$ cat src/rtl/orbit_pkg.sv
// orbit_pkg
//   Shared definitions for the orbit step scheduler:
//   - DEF_SCREEN_W / DEF_SCREEN_H : default screen size in pixels.
//   - KEY_* : bit positions inside the 4-bit key vector.
//   - vel_t : signed 16-bit velocity.
//   - orbit_state_t : per-frame sequencer states.
package orbit_pkg;

  localparam int DEF_SCREEN_W = 640;
  localparam int DEF_SCREEN_H = 480;

  localparam int KEY_UP      = 0;
  localparam int KEY_DOWN    = 1;
  localparam int KEY_FIRE    = 2;
  localparam int KEY_RESTART = 3;

  typedef logic signed [15:0] vel_t;

  typedef enum logic [2:0] {
    S_IDLE,
    S_CAPTURE,
    S_RSQ,
    S_DIV_F,
    S_DIV_AX,
    S_DIV_AY,
    S_UPDATE,
    S_DONE
  } orbit_state_t;

endpackage

$ cat src/rtl/orbit_step_scheduler_if.sv
// orbit_step_scheduler_if
//   Frame/key inputs and ship state/status outputs of the scheduler.
//   master : the frame source and display side (drives frame_tick, keys).
//   slave  : the scheduler (drives ship position, velocity and flags).
interface orbit_step_scheduler_if;
  import orbit_pkg::*;

  logic        frame_tick;
  logic [3:0]  keys;
  logic [15:0] ship_x;
  logic [15:0] ship_y;
  vel_t        vel_x;
  vel_t        vel_y;
  logic        step_busy;
  logic        step_done;
  logic        fire;
  logic        crash;
  logic        overrun;

  modport master (
    output frame_tick, keys,
    input  ship_x, ship_y, vel_x, vel_y, step_busy, step_done, fire, crash, overrun
  );

  modport slave (
    input  frame_tick, keys,
    output ship_x, ship_y, vel_x, vel_y, step_busy, step_done, fire, crash, overrun
  );

endinterface

$ cat src/rtl/seq_divider.sv
// seq_divider
//   Restoring unsigned divider producing one quotient bit per cycle.
//   Ports: clk, reset (async, active-low); start pulse loads dividend and
//   divisor; busy is high while iterating; done pulses for one cycle with
//   quotient valid. Division by zero yields all-ones.
module seq_divider #(
  parameter int DIV_W = 32
) (
  input  logic             clk,
  input  logic             reset,
  input  logic             start,
  input  logic [DIV_W-1:0] dividend,
  input  logic [DIV_W-1:0] divisor,
  output logic             busy,
  output logic             done,
  output logic [DIV_W-1:0] quotient
);
  localparam int CNT_W = $clog2(DIV_W + 1);

  logic [DIV_W-1:0] rem_q, rem_d, quot_q, quot_d, dvs_q, dvs_d;
  logic [CNT_W-1:0] cnt_q, cnt_d;
  logic             busy_q, busy_d, done_q, done_d;
  logic [DIV_W:0]   trial;
  logic [DIV_W-1:0] diff;

  always_comb begin
    rem_d  = rem_q;
    quot_d = quot_q;
    dvs_d  = dvs_q;
    cnt_d  = cnt_q;
    busy_d = busy_q;
    done_d = 1'b0;
    // Shift the next dividend bit into the partial remainder.
    trial  = {rem_q, quot_q[DIV_W-1]};
    // Only used when trial >= divisor, so the result fits in DIV_W bits.
    diff   = trial[DIV_W-1:0] - dvs_q;
    if (start && !busy_q) begin
      rem_d  = '0;
      quot_d = dividend;
      dvs_d  = divisor;
      cnt_d  = CNT_W'(DIV_W);
      busy_d = 1'b1;
    end else if (busy_q) begin
      if (trial >= {1'b0, dvs_q}) begin
        rem_d  = diff;
        quot_d = {quot_q[DIV_W-2:0], 1'b1};
      end else begin
        rem_d  = trial[DIV_W-1:0];
        quot_d = {quot_q[DIV_W-2:0], 1'b0};
      end
      cnt_d = cnt_q - CNT_W'(1);
      if (cnt_q == CNT_W'(1)) begin
        busy_d = 1'b0;
        done_d = 1'b1;
      end
    end
  end

  always_ff @(posedge clk or negedge reset) begin
    if (!reset) begin
      rem_q  <= '0;
      quot_q <= '0;
      dvs_q  <= '0;
      cnt_q  <= '0;
      busy_q <= 1'b0;
      done_q <= 1'b0;
    end else begin
      rem_q  <= rem_d;
      quot_q <= quot_d;
      dvs_q  <= dvs_d;
      cnt_q  <= cnt_d;
      busy_q <= busy_d;
      done_q <= done_d;
    end
  end

  assign busy     = busy_q;
  assign done     = done_q;
  assign quotient = quot_q;

endmodule

$ cat src/rtl/orbit_step_scheduler.sv
// orbit_step_scheduler
//   Per-frame gravity step for the ship. A frame_tick latches the keys and
//   runs CAPTURE -> RSQ -> DIV_F -> DIV_AX -> DIV_AY -> UPDATE -> DONE, with
//   all three divisions sharing one seq_divider.
//   Ports: clk, reset (async, active-low), bus (slave side of
//   orbit_step_scheduler_if: frame_tick/keys in; ship_x/y, vel_x/y,
//   step_busy, step_done, fire, crash, overrun out).
module orbit_step_scheduler
  import orbit_pkg::*;
#(
  parameter int          SCREEN_W = DEF_SCREEN_W,
  parameter int          SCREEN_H = DEF_SCREEN_H,
  parameter int unsigned GM       = 100000,
  parameter int          THRUST   = 2,
  parameter int          VMAX     = 64,
  parameter int          R_MIN_SQ = 64,
  parameter int          DIV_W    = 32
) (
  input  logic                         clk,
  input  logic                         reset,
  orbit_step_scheduler_if.slave        bus
);
  localparam int SUM_W = DIV_W + 4;

  orbit_state_t            state_q, state_d;
  logic [3:0]              keys_q, keys_d;
  logic [15:0]             x_q, x_d, y_q, y_d;
  vel_t                    vx_q, vx_d, vy_q, vy_d;
  logic signed [16:0]      dx_q, dx_d, dy_q, dy_d;
  logic [DIV_W-1:0]        rsq_q, rsq_d, f_q, f_d;
  logic signed [DIV_W:0]   ax_q, ax_d, ay_q, ay_d;
  logic                    busy_q, busy_d, done_q, done_d, fire_q, fire_d;
  logic                    crash_q, crash_d, ovr_q, ovr_d;

  logic                    div_start, div_busy, div_done;
  logic [DIV_W-1:0]        div_dividend, div_divisor, div_quot;

  logic [16:0]             abs_dx, abs_dy;
  logic [DIV_W-1:0]        rsq_c;
  logic signed [DIV_W:0]   quot_s;
  logic signed [SUM_W-1:0] vx_sum, vy_sum;
  vel_t                    vx_new, vy_new;
  logic signed [17:0]      px, py;

  seq_divider #(.DIV_W(DIV_W)) u_div (
    .clk      (clk),
    .reset    (reset),
    .start    (div_start),
    .dividend (div_dividend),
    .divisor  (div_divisor),
    .busy     (div_busy),
    .done     (div_done),
    .quotient (div_quot)
  );

  function automatic vel_t sat_vel(input logic signed [SUM_W-1:0] v);
    if (v > SUM_W'(VMAX))       return vel_t'(VMAX);
    else if (v < -SUM_W'(VMAX)) return vel_t'(-VMAX);
    else                        return vel_t'(v);
  endfunction

  // Datapath: distances, r^2, signed quotient, velocity and wrapped position.
  always_comb begin
    abs_dx = dx_q[16] ? -dx_q : dx_q;
    abs_dy = dy_q[16] ? -dy_q : dy_q;
    rsq_c  = DIV_W'(abs_dx) * DIV_W'(abs_dx) + DIV_W'(abs_dy) * DIV_W'(abs_dy);
    quot_s = $signed({1'b0, div_quot});
    vx_sum = SUM_W'(vx_q) + SUM_W'(ax_q);
    vy_sum = SUM_W'(vy_q) + SUM_W'(ay_q);
    // Up and down thrust both applied cancel each other.
    if (keys_q[KEY_UP])   vy_sum = vy_sum - SUM_W'(THRUST);
    if (keys_q[KEY_DOWN]) vy_sum = vy_sum + SUM_W'(THRUST);
    vx_new = sat_vel(vx_sum);
    vy_new = sat_vel(vy_sum);
    // |v| <= VMAX keeps the sum within one screen of the visible range,
    // so a single wrap is enough.
    px = $signed({2'b00, x_q}) + 18'(vx_new);
    py = $signed({2'b00, y_q}) + 18'(vy_new);
    if (px < 0)                   px = px + 18'(SCREEN_W);
    else if (px >= 18'(SCREEN_W)) px = px - 18'(SCREEN_W);
    if (py < 0)                   py = py + 18'(SCREEN_H);
    else if (py >= 18'(SCREEN_H)) py = py - 18'(SCREEN_H);
  end

  always_comb begin
    state_d = state_q;
    keys_d  = keys_q;
    x_d     = x_q;
    y_d     = y_q;
    vx_d    = vx_q;
    vy_d    = vy_q;
    dx_d    = dx_q;
    dy_d    = dy_q;
    rsq_d   = rsq_q;
    f_d     = f_q;
    ax_d    = ax_q;
    ay_d    = ay_q;
    crash_d = crash_q;
    ovr_d   = ovr_q;
    div_start    = 1'b0;
    div_dividend = '0;
    div_divisor  = '0;

    // Any tick outside IDLE (including the DONE cycle) is dropped.
    if (bus.frame_tick && state_q != S_IDLE) ovr_d = 1'b1;

    unique case (state_q)
      S_IDLE: begin
        if (bus.frame_tick) begin
          keys_d  = ~bus.keys;
          state_d = S_CAPTURE;
        end
      end
      S_CAPTURE: begin
        if (keys_q[KEY_RESTART]) begin
          x_d     = 16'(SCREEN_W / 2);
          y_d     = 16'(SCREEN_H / 2);
          vx_d    = '0;
          vy_d    = '0;
          state_d = S_DONE;
        end else begin
          dx_d    = 17'(SCREEN_W / 2) - $signed({1'b0, x_q});
          dy_d    = 17'(SCREEN_H / 2) - $signed({1'b0, y_q});
          state_d = S_RSQ;
        end
      end
      S_RSQ: begin
        rsq_d = rsq_c;
        if (rsq_c < DIV_W'(R_MIN_SQ)) crash_d = 1'b1;
        if (rsq_c == '0) begin
          ax_d    = '0;
          ay_d    = '0;
          state_d = S_UPDATE;
        end else if (!div_busy) begin
          div_start    = 1'b1;
          div_dividend = DIV_W'(GM);
          div_divisor  = rsq_c;
          state_d      = S_DIV_F;
        end
      end
      // Each division launches the next in its done cycle, so every DIV
      // state lasts exactly DIV_W+1 cycles.
      S_DIV_F: begin
        if (div_done) begin
          f_d          = div_quot;
          div_start    = 1'b1;
          div_dividend = div_quot * DIV_W'(abs_dx);
          div_divisor  = rsq_q;
          state_d      = S_DIV_AX;
        end
      end
      S_DIV_AX: begin
        if (div_done) begin
          ax_d         = dx_q[16] ? -quot_s : quot_s;
          div_start    = 1'b1;
          div_dividend = f_q * DIV_W'(abs_dy);
          div_divisor  = rsq_q;
          state_d      = S_DIV_AY;
        end
      end
      S_DIV_AY: begin
        if (div_done) begin
          ay_d    = dy_q[16] ? -quot_s : quot_s;
          state_d = S_UPDATE;
        end
      end
      S_UPDATE: begin
        vx_d    = vx_new;
        vy_d    = vy_new;
        x_d     = px[15:0];
        y_d     = py[15:0];
        state_d = S_DONE;
      end
      S_DONE:  state_d = S_IDLE;
      default: state_d = S_IDLE;
    endcase

    busy_d = (state_d != S_IDLE);
    done_d = (state_d == S_DONE);
    fire_d = done_d & keys_q[KEY_FIRE];
  end

  always_ff @(posedge clk or negedge reset) begin
    if (!reset) begin
      state_q <= S_IDLE;
      keys_q  <= '0;
      x_q     <= 16'(SCREEN_W / 2);
      y_q     <= 16'(SCREEN_H / 2);
      vx_q    <= '0;
      vy_q    <= '0;
      dx_q    <= '0;
      dy_q    <= '0;
      rsq_q   <= '0;
      f_q     <= '0;
      ax_q    <= '0;
      ay_q    <= '0;
      busy_q  <= 1'b0;
      done_q  <= 1'b0;
      fire_q  <= 1'b0;
      crash_q <= 1'b0;
      ovr_q   <= 1'b0;
    end else begin
      state_q <= state_d;
      keys_q  <= keys_d;
      x_q     <= x_d;
      y_q     <= y_d;
      vx_q    <= vx_d;
      vy_q    <= vy_d;
      dx_q    <= dx_d;
      dy_q    <= dy_d;
      rsq_q   <= rsq_d;
      f_q     <= f_d;
      ax_q    <= ax_d;
      ay_q    <= ay_d;
      busy_q  <= busy_d;
      done_q  <= done_d;
      fire_q  <= fire_d;
      crash_q <= crash_d;
      ovr_q   <= ovr_d;
    end
  end

  assign bus.ship_x    = x_q;
  assign bus.ship_y    = y_q;
  assign bus.vel_x     = vx_q;
  assign bus.vel_y     = vy_q;
  assign bus.step_busy = busy_q;
  assign bus.step_done = done_q;
  assign bus.fire      = fire_q;
  assign bus.crash     = crash_q;
  assign bus.overrun   = ovr_q;

endmodule

$ cat src/flat_wrapper.sv
// flat-port wrapper written by rule: the top's interface ports become plain ports
module orbit_step_scheduler_flat import orbit_pkg::*;
#(
  parameter int          SCREEN_W = DEF_SCREEN_W,
  parameter int          SCREEN_H = DEF_SCREEN_H,
  parameter int unsigned GM       = 100000,
  parameter int          THRUST   = 2,
  parameter int          VMAX     = 64,
  parameter int          R_MIN_SQ = 64,
  parameter int          DIV_W    = 32
)
  (clk, reset, bus_frame_tick, bus_keys, bus_ship_x, bus_ship_y, bus_vel_x, bus_vel_y, bus_step_busy, bus_step_done, bus_fire, bus_crash, bus_overrun);
  orbit_step_scheduler_if bus_i ();
  input  logic clk;
  input  logic reset;
  input wire logic [$bits(bus_i.frame_tick)-1:0] bus_frame_tick;
  input wire logic [$bits(bus_i.keys)-1:0] bus_keys;
  output wire logic [$bits(bus_i.ship_x)-1:0] bus_ship_x;
  output wire logic [$bits(bus_i.ship_y)-1:0] bus_ship_y;
  output wire logic [$bits(bus_i.vel_x)-1:0] bus_vel_x;
  output wire logic [$bits(bus_i.vel_y)-1:0] bus_vel_y;
  output wire logic [$bits(bus_i.step_busy)-1:0] bus_step_busy;
  output wire logic [$bits(bus_i.step_done)-1:0] bus_step_done;
  output wire logic [$bits(bus_i.fire)-1:0] bus_fire;
  output wire logic [$bits(bus_i.crash)-1:0] bus_crash;
  output wire logic [$bits(bus_i.overrun)-1:0] bus_overrun;
  assign bus_i.frame_tick = bus_frame_tick;
  assign bus_i.keys = bus_keys;
  assign bus_ship_x = bus_i.ship_x;
  assign bus_ship_y = bus_i.ship_y;
  assign bus_vel_x = bus_i.vel_x;
  assign bus_vel_y = bus_i.vel_y;
  assign bus_step_busy = bus_i.step_busy;
  assign bus_step_done = bus_i.step_done;
  assign bus_fire = bus_i.fire;
  assign bus_crash = bus_i.crash;
  assign bus_overrun = bus_i.overrun;
  orbit_step_scheduler #(.SCREEN_W(SCREEN_W), .SCREEN_H(SCREEN_H), .GM(GM), .THRUST(THRUST), .VMAX(VMAX), .R_MIN_SQ(R_MIN_SQ), .DIV_W(DIV_W)) u_core (.clk(clk), .reset(reset), .bus(bus_i));
endmodule
$ cat config.mk
export PLATFORM = sky130hd
export DESIGN_NAME = orbit_step_scheduler_flat
export DESIGN_NICKNAME = d
export VERILOG_FILES = /design/src/rtl/orbit_pkg.sv /design/src/rtl/orbit_step_scheduler_if.sv /design/src/rtl/seq_divider.sv /design/src/rtl/orbit_step_scheduler.sv /design/src/flat_wrapper.sv
export SDC_FILE = /design/constraint.sdc
export NUM_CORES = 2
export LEC_CHECK = 0
export CAP_MARGIN = 20
export CELL_PAD_IN_SITES_DETAIL_PLACEMENT = 2
export CELL_PAD_IN_SITES_GLOBAL_PLACEMENT = 2
export CORE_ASPECT_RATIO = 0.8
export CORE_MARGIN = 3
export CORE_UTILIZATION = 39
export CTS_CLUSTER_SIZE = 16
export DETAILED_ROUTE_END_ITERATION = 8
export DONT_BUFFER_PORTS = 1
export PLACE_DENSITY_LB_ADDON = 0.12
export SLEW_MARGIN = 15
export SYNTH_ARGS = -nofsm -noshare
export SYNTH_HDL_FRONTEND = slang
export SYNTH_SLANG_ARGS = --single-unit
$ cat constraint.sdc
create_clock -name clk -period 30.7 [get_ports clk]
set_clock_uncertainty 0.05 [all_clocks]
set_input_delay 1.535 -clock clk [delete_from_list [all_inputs] [get_ports clk]]
set_output_delay 1.535 -clock clk [all_outputs]
set_load 0.02 [all_outputs]
==> results.md <==
- Synth top area share: about a third
- Layout cells sized above 1: around 4.3%
- Final setup vio count: 0
- Yosys cell types: ~110
- YS warnings: 0
- Leak: 0.0339 uW
- Avg Vias per Cell: 5.58
- Area Overhead vs Synth: 6.46%
- Initial antenna violation count: 12
- Number of flops mapped to enable cells by yosys: 0
- Outcome: finished with violations
- Clk_lat worst skew: 0.61 ns
- Cts hold-fix bufs: 0
- Seq/Total Area, Yosys: 13.2%
- Inserted Clock Buffers: 46
- RSZ-0062 raised after global routing: false
- CTS Root Buffer Type: clkbuf_16
- Relative max-transition margin: -67.0%
- Worst-path maximum fanout: 29
- Hold slack: between 0.4 and 0.5 ns
- Async SR Flop Fraction: 100%
- Detailed-route DRC error count: 0
- Num rows: 133
- Post-layout utilization of the core: between 40% and 50%
- Worst-margin pin slew: 2.50 ns
- Via count: 54.4k
- Pwr/cell area: 15.8 nW/um2
- Setup crit end kind: register
- CP Class: register to register
- Peak Freq: 77.6 MHz
- R2R cell count: 39
- Clock tree buffer depth: 3
- Failing checks: slew limit
- Worst EP required: 31.15 ns
- Iter 0 DRT Violations: 3214
- Post_cts resized: 0
- Min Tclk post-route: ~13 ns
- # nets final: 9027
- CTS tree: done
- Area leader, netlist: fa_1
- Vias in the first global route: 61.5k
- Die ar.: 173000 um2
- Reg2reg start: u_core.dx_q[5]$_DFFE_PN0P_
- Syn Inst Count: 7653
- HP Start: u_core.rsq_q[3]$_DFFE_PN0P_
- Placer Congestion: between 0.8 and 0.9
- CP peak stage delay: about 1.1 ns
- Clk sinks: 344
- Synthesized flop and latch total: roughly 340
- Max-Cap Viols: 0
- Post-DP HPWL: just under 200000 um
- First-pass GRT wire length: 384000 um
- Hold EP: u_core.rsq_q[3]$_DFFE_PN0P_
- Syn_area_per_cell: 8.55 um2
- Max H-tree Level: 2
- I/O pin cnt: 76
- Most used cell, CP: fa_1
- Largest net degree at the start of global routing: 345
- Port Buffers: 0
- Max VDD drop: 0.0360 mV
- Width of the die: 464 um
- Final Cycle Share: 42.0%
- Mapped cell area: about 65000 um2
- DRT Wirelength: ~250000 um
- Starting Density: around 40%
- Pre-antenna DRT Iters: 5
- Synth area leaders: fa_1 33%, dfrtp_1 13%, ha_1 8.7%
- Gr usage total: between 20% and 30%
- Hold Path Class: register to register
- Final Max Tran Viols: 240
- # Post-CTS Setup Buffers: 0
- Worst R2R Setup Slack: 17.81 ns
- Worst endpoint data arrival time: 13.34 ns
- Post-route antenna net violation count: 0
- Critical Path Start Type: register
- Core Footprint: 166000 um2
- WL per Instance: 25.4 um
- Worst path slowest cell: o31ai_2
- Final-report hold violation count: 0
- Clk pin slew, worst setup/hold paths: 0.06 ns
- Die Y: 372 um
- Post-route setup TNS: 0 ns
- Min-Delay Path Depth: 2
- Reg-to-reg critical path endpoint: u_core.u_div.dvs_q[26]$_DFFE_PN0P_
- Overflow after GRT: 0
- Ys flop type: dfrtp_1
## flip-flops by register name (all words and copies together) (netlist names), 17 cells and up
name,cells
u_core.ax_q,33
u_core.ay_q,33
u_core.f_q,32
u_core.rsq_q,32
u_core.u_div.dvs_q,32
u_core.u_div.quotient,32
u_core.u_div.rem_q,32
u_core.dx_q,17
u_core.dy_q,17
## placed cells by master (no fill, tap or decap), types with 38 or more instances in the layout
cell type     n
xnor2_1     252
fa_1       1085
nand3_1      81
clkbuf_16    47
nand2_1    1216
o21ai_0     230
a21o_1      107
and3_1       41
and2_1      206
inv_1      1382
nor3_1       96
or3_1        72
xor2_1      156
o22ai_1      79
nand4_1      50
nor2_1      416
nor2b_1      38
dfrtp_1     333
ha_1        453
a21oi_1     196
buf_4       132
## power by group
group / leakage, uW / internal [uW] / switching, uW
Sequential: 0.00401 / 455 / 0.887
Combinational: 0.0291 / 22.4 / 35.6
Clock: 0.000758 / 346 / 241
## logic make-up after synthesis
family / Yosys count / share of synthesized area, %
mux: 38 / 0.600
other cells: 2 / 0.0115
xor+xnor: 420 / 5.62
buf+inv: 1770 / 10.2
simple gates: 2420 / 16.9
flops: 344 / 13.2
fa+ha+maj: 1538 / 41.8
compound gates: 1121 / 11.7
## cells in the mapped netlist (50+ instances only)
master	n
clkbuf_1	331
nand3_1	84
a21oi_1	197
xnor2_1	261
nand4_1	50
xor2_1	159
fa_1	1085
and2_1	207
ha_1	453
nor2_1	419
nand2_1	1218
nor3_1	97
o21ai_0	230
a21o_1	107
dfrtp_1	338
o22ai_1	79
or3_1	72
inv_1	1383
## final cells by class
type,count,area [um2]
clock inverter,19,267
multi-input combinational,5560,50400
timing repair buffer,135,1030
sequential,344,8620
clock buffer,64,1300
tap,2227,2790
fill,18384,95900
antenna,6,15.0
inverter,1395,5240
## how the worst max path moves through the flow
| stage | from | endpoint | slack [ns] | depth (start not counted) |
|---|---|---|---|---|
| 2_1_floorplan | u_core.dy_q[0]$_DFFE_PN0P_ | u_core.u_div.dvs_q[26]$_DFFE_PN0P_ | 20.00 | 37 |
| 3_3_place_gp | u_core.dy_q[0]$_DFFE_PN0P_ | u_core.u_div.cnt_q[0]$_DFFE_PN0P_ | 18.55 | 34 |
| 3_5_place_dp | u_core.dx_q[5]$_DFFE_PN0P_ | u_core.u_div.dvs_q[26]$_DFFE_PN0P_ | 18.20 | 39 |
| 4_1_cts | u_core.dy_q[0]$_DFFE_PN0P_ | u_core.u_div.cnt_q[0]$_DFFE_PN0P_ | 18.08 | 37 |
| 5_1_grt | u_core.dx_q[5]$_DFFE_PN0P_ | u_core.u_div.dvs_q[6]$_DFFE_PN0P_ | 17.19 | 39 |
| 6_report | u_core.dx_q[5]$_DFFE_PN0P_ | u_core.u_div.dvs_q[26]$_DFFE_PN0P_ | 17.81 | 39 |
## per-layer routing
metal  wire length, um  part of all wire, %  track usage [%]  up-vias
li1                  -                    -                -    23890
met1            116000                   47             41.4    29036
met2            112000                   45             46.2     1173
met3             12600                  5.1             3.63      293
met4              7660                  3.1             7.96        4
met5                27                0.011                0        -
## critical path: cells and delay by family (launching register included)
kind / cells / cell delay [ns]
and+or+nand+nor: 12 / 2.95
AOI/OAI and AO/OA: 6 / 3.03
buffers and inverters: 10 / 1.46
xor gates and xnor gates: 2 / 0.36
DFF: 1 / 0.47
adders and majority gates: 9 / 4.40
## metrics by stage
stage / area, um2 / power (uW) / std cells / setup WS, ns
after global routing: 69700 / 1140 / 9744 / 17.19
after CTS: 69600 / 1110 / 9741 / 18.08
after global placement: 68100 / 520 / 9658 / 18.55
after floorplan: 65500 / 502 / 7674 / 20.00
after detailed placement: 68100 / 523 / 9658 / 18.20
final: 69700 / 1100 / 9750 / 17.81
No activity file was read; power rests on OpenSTA's default activity.
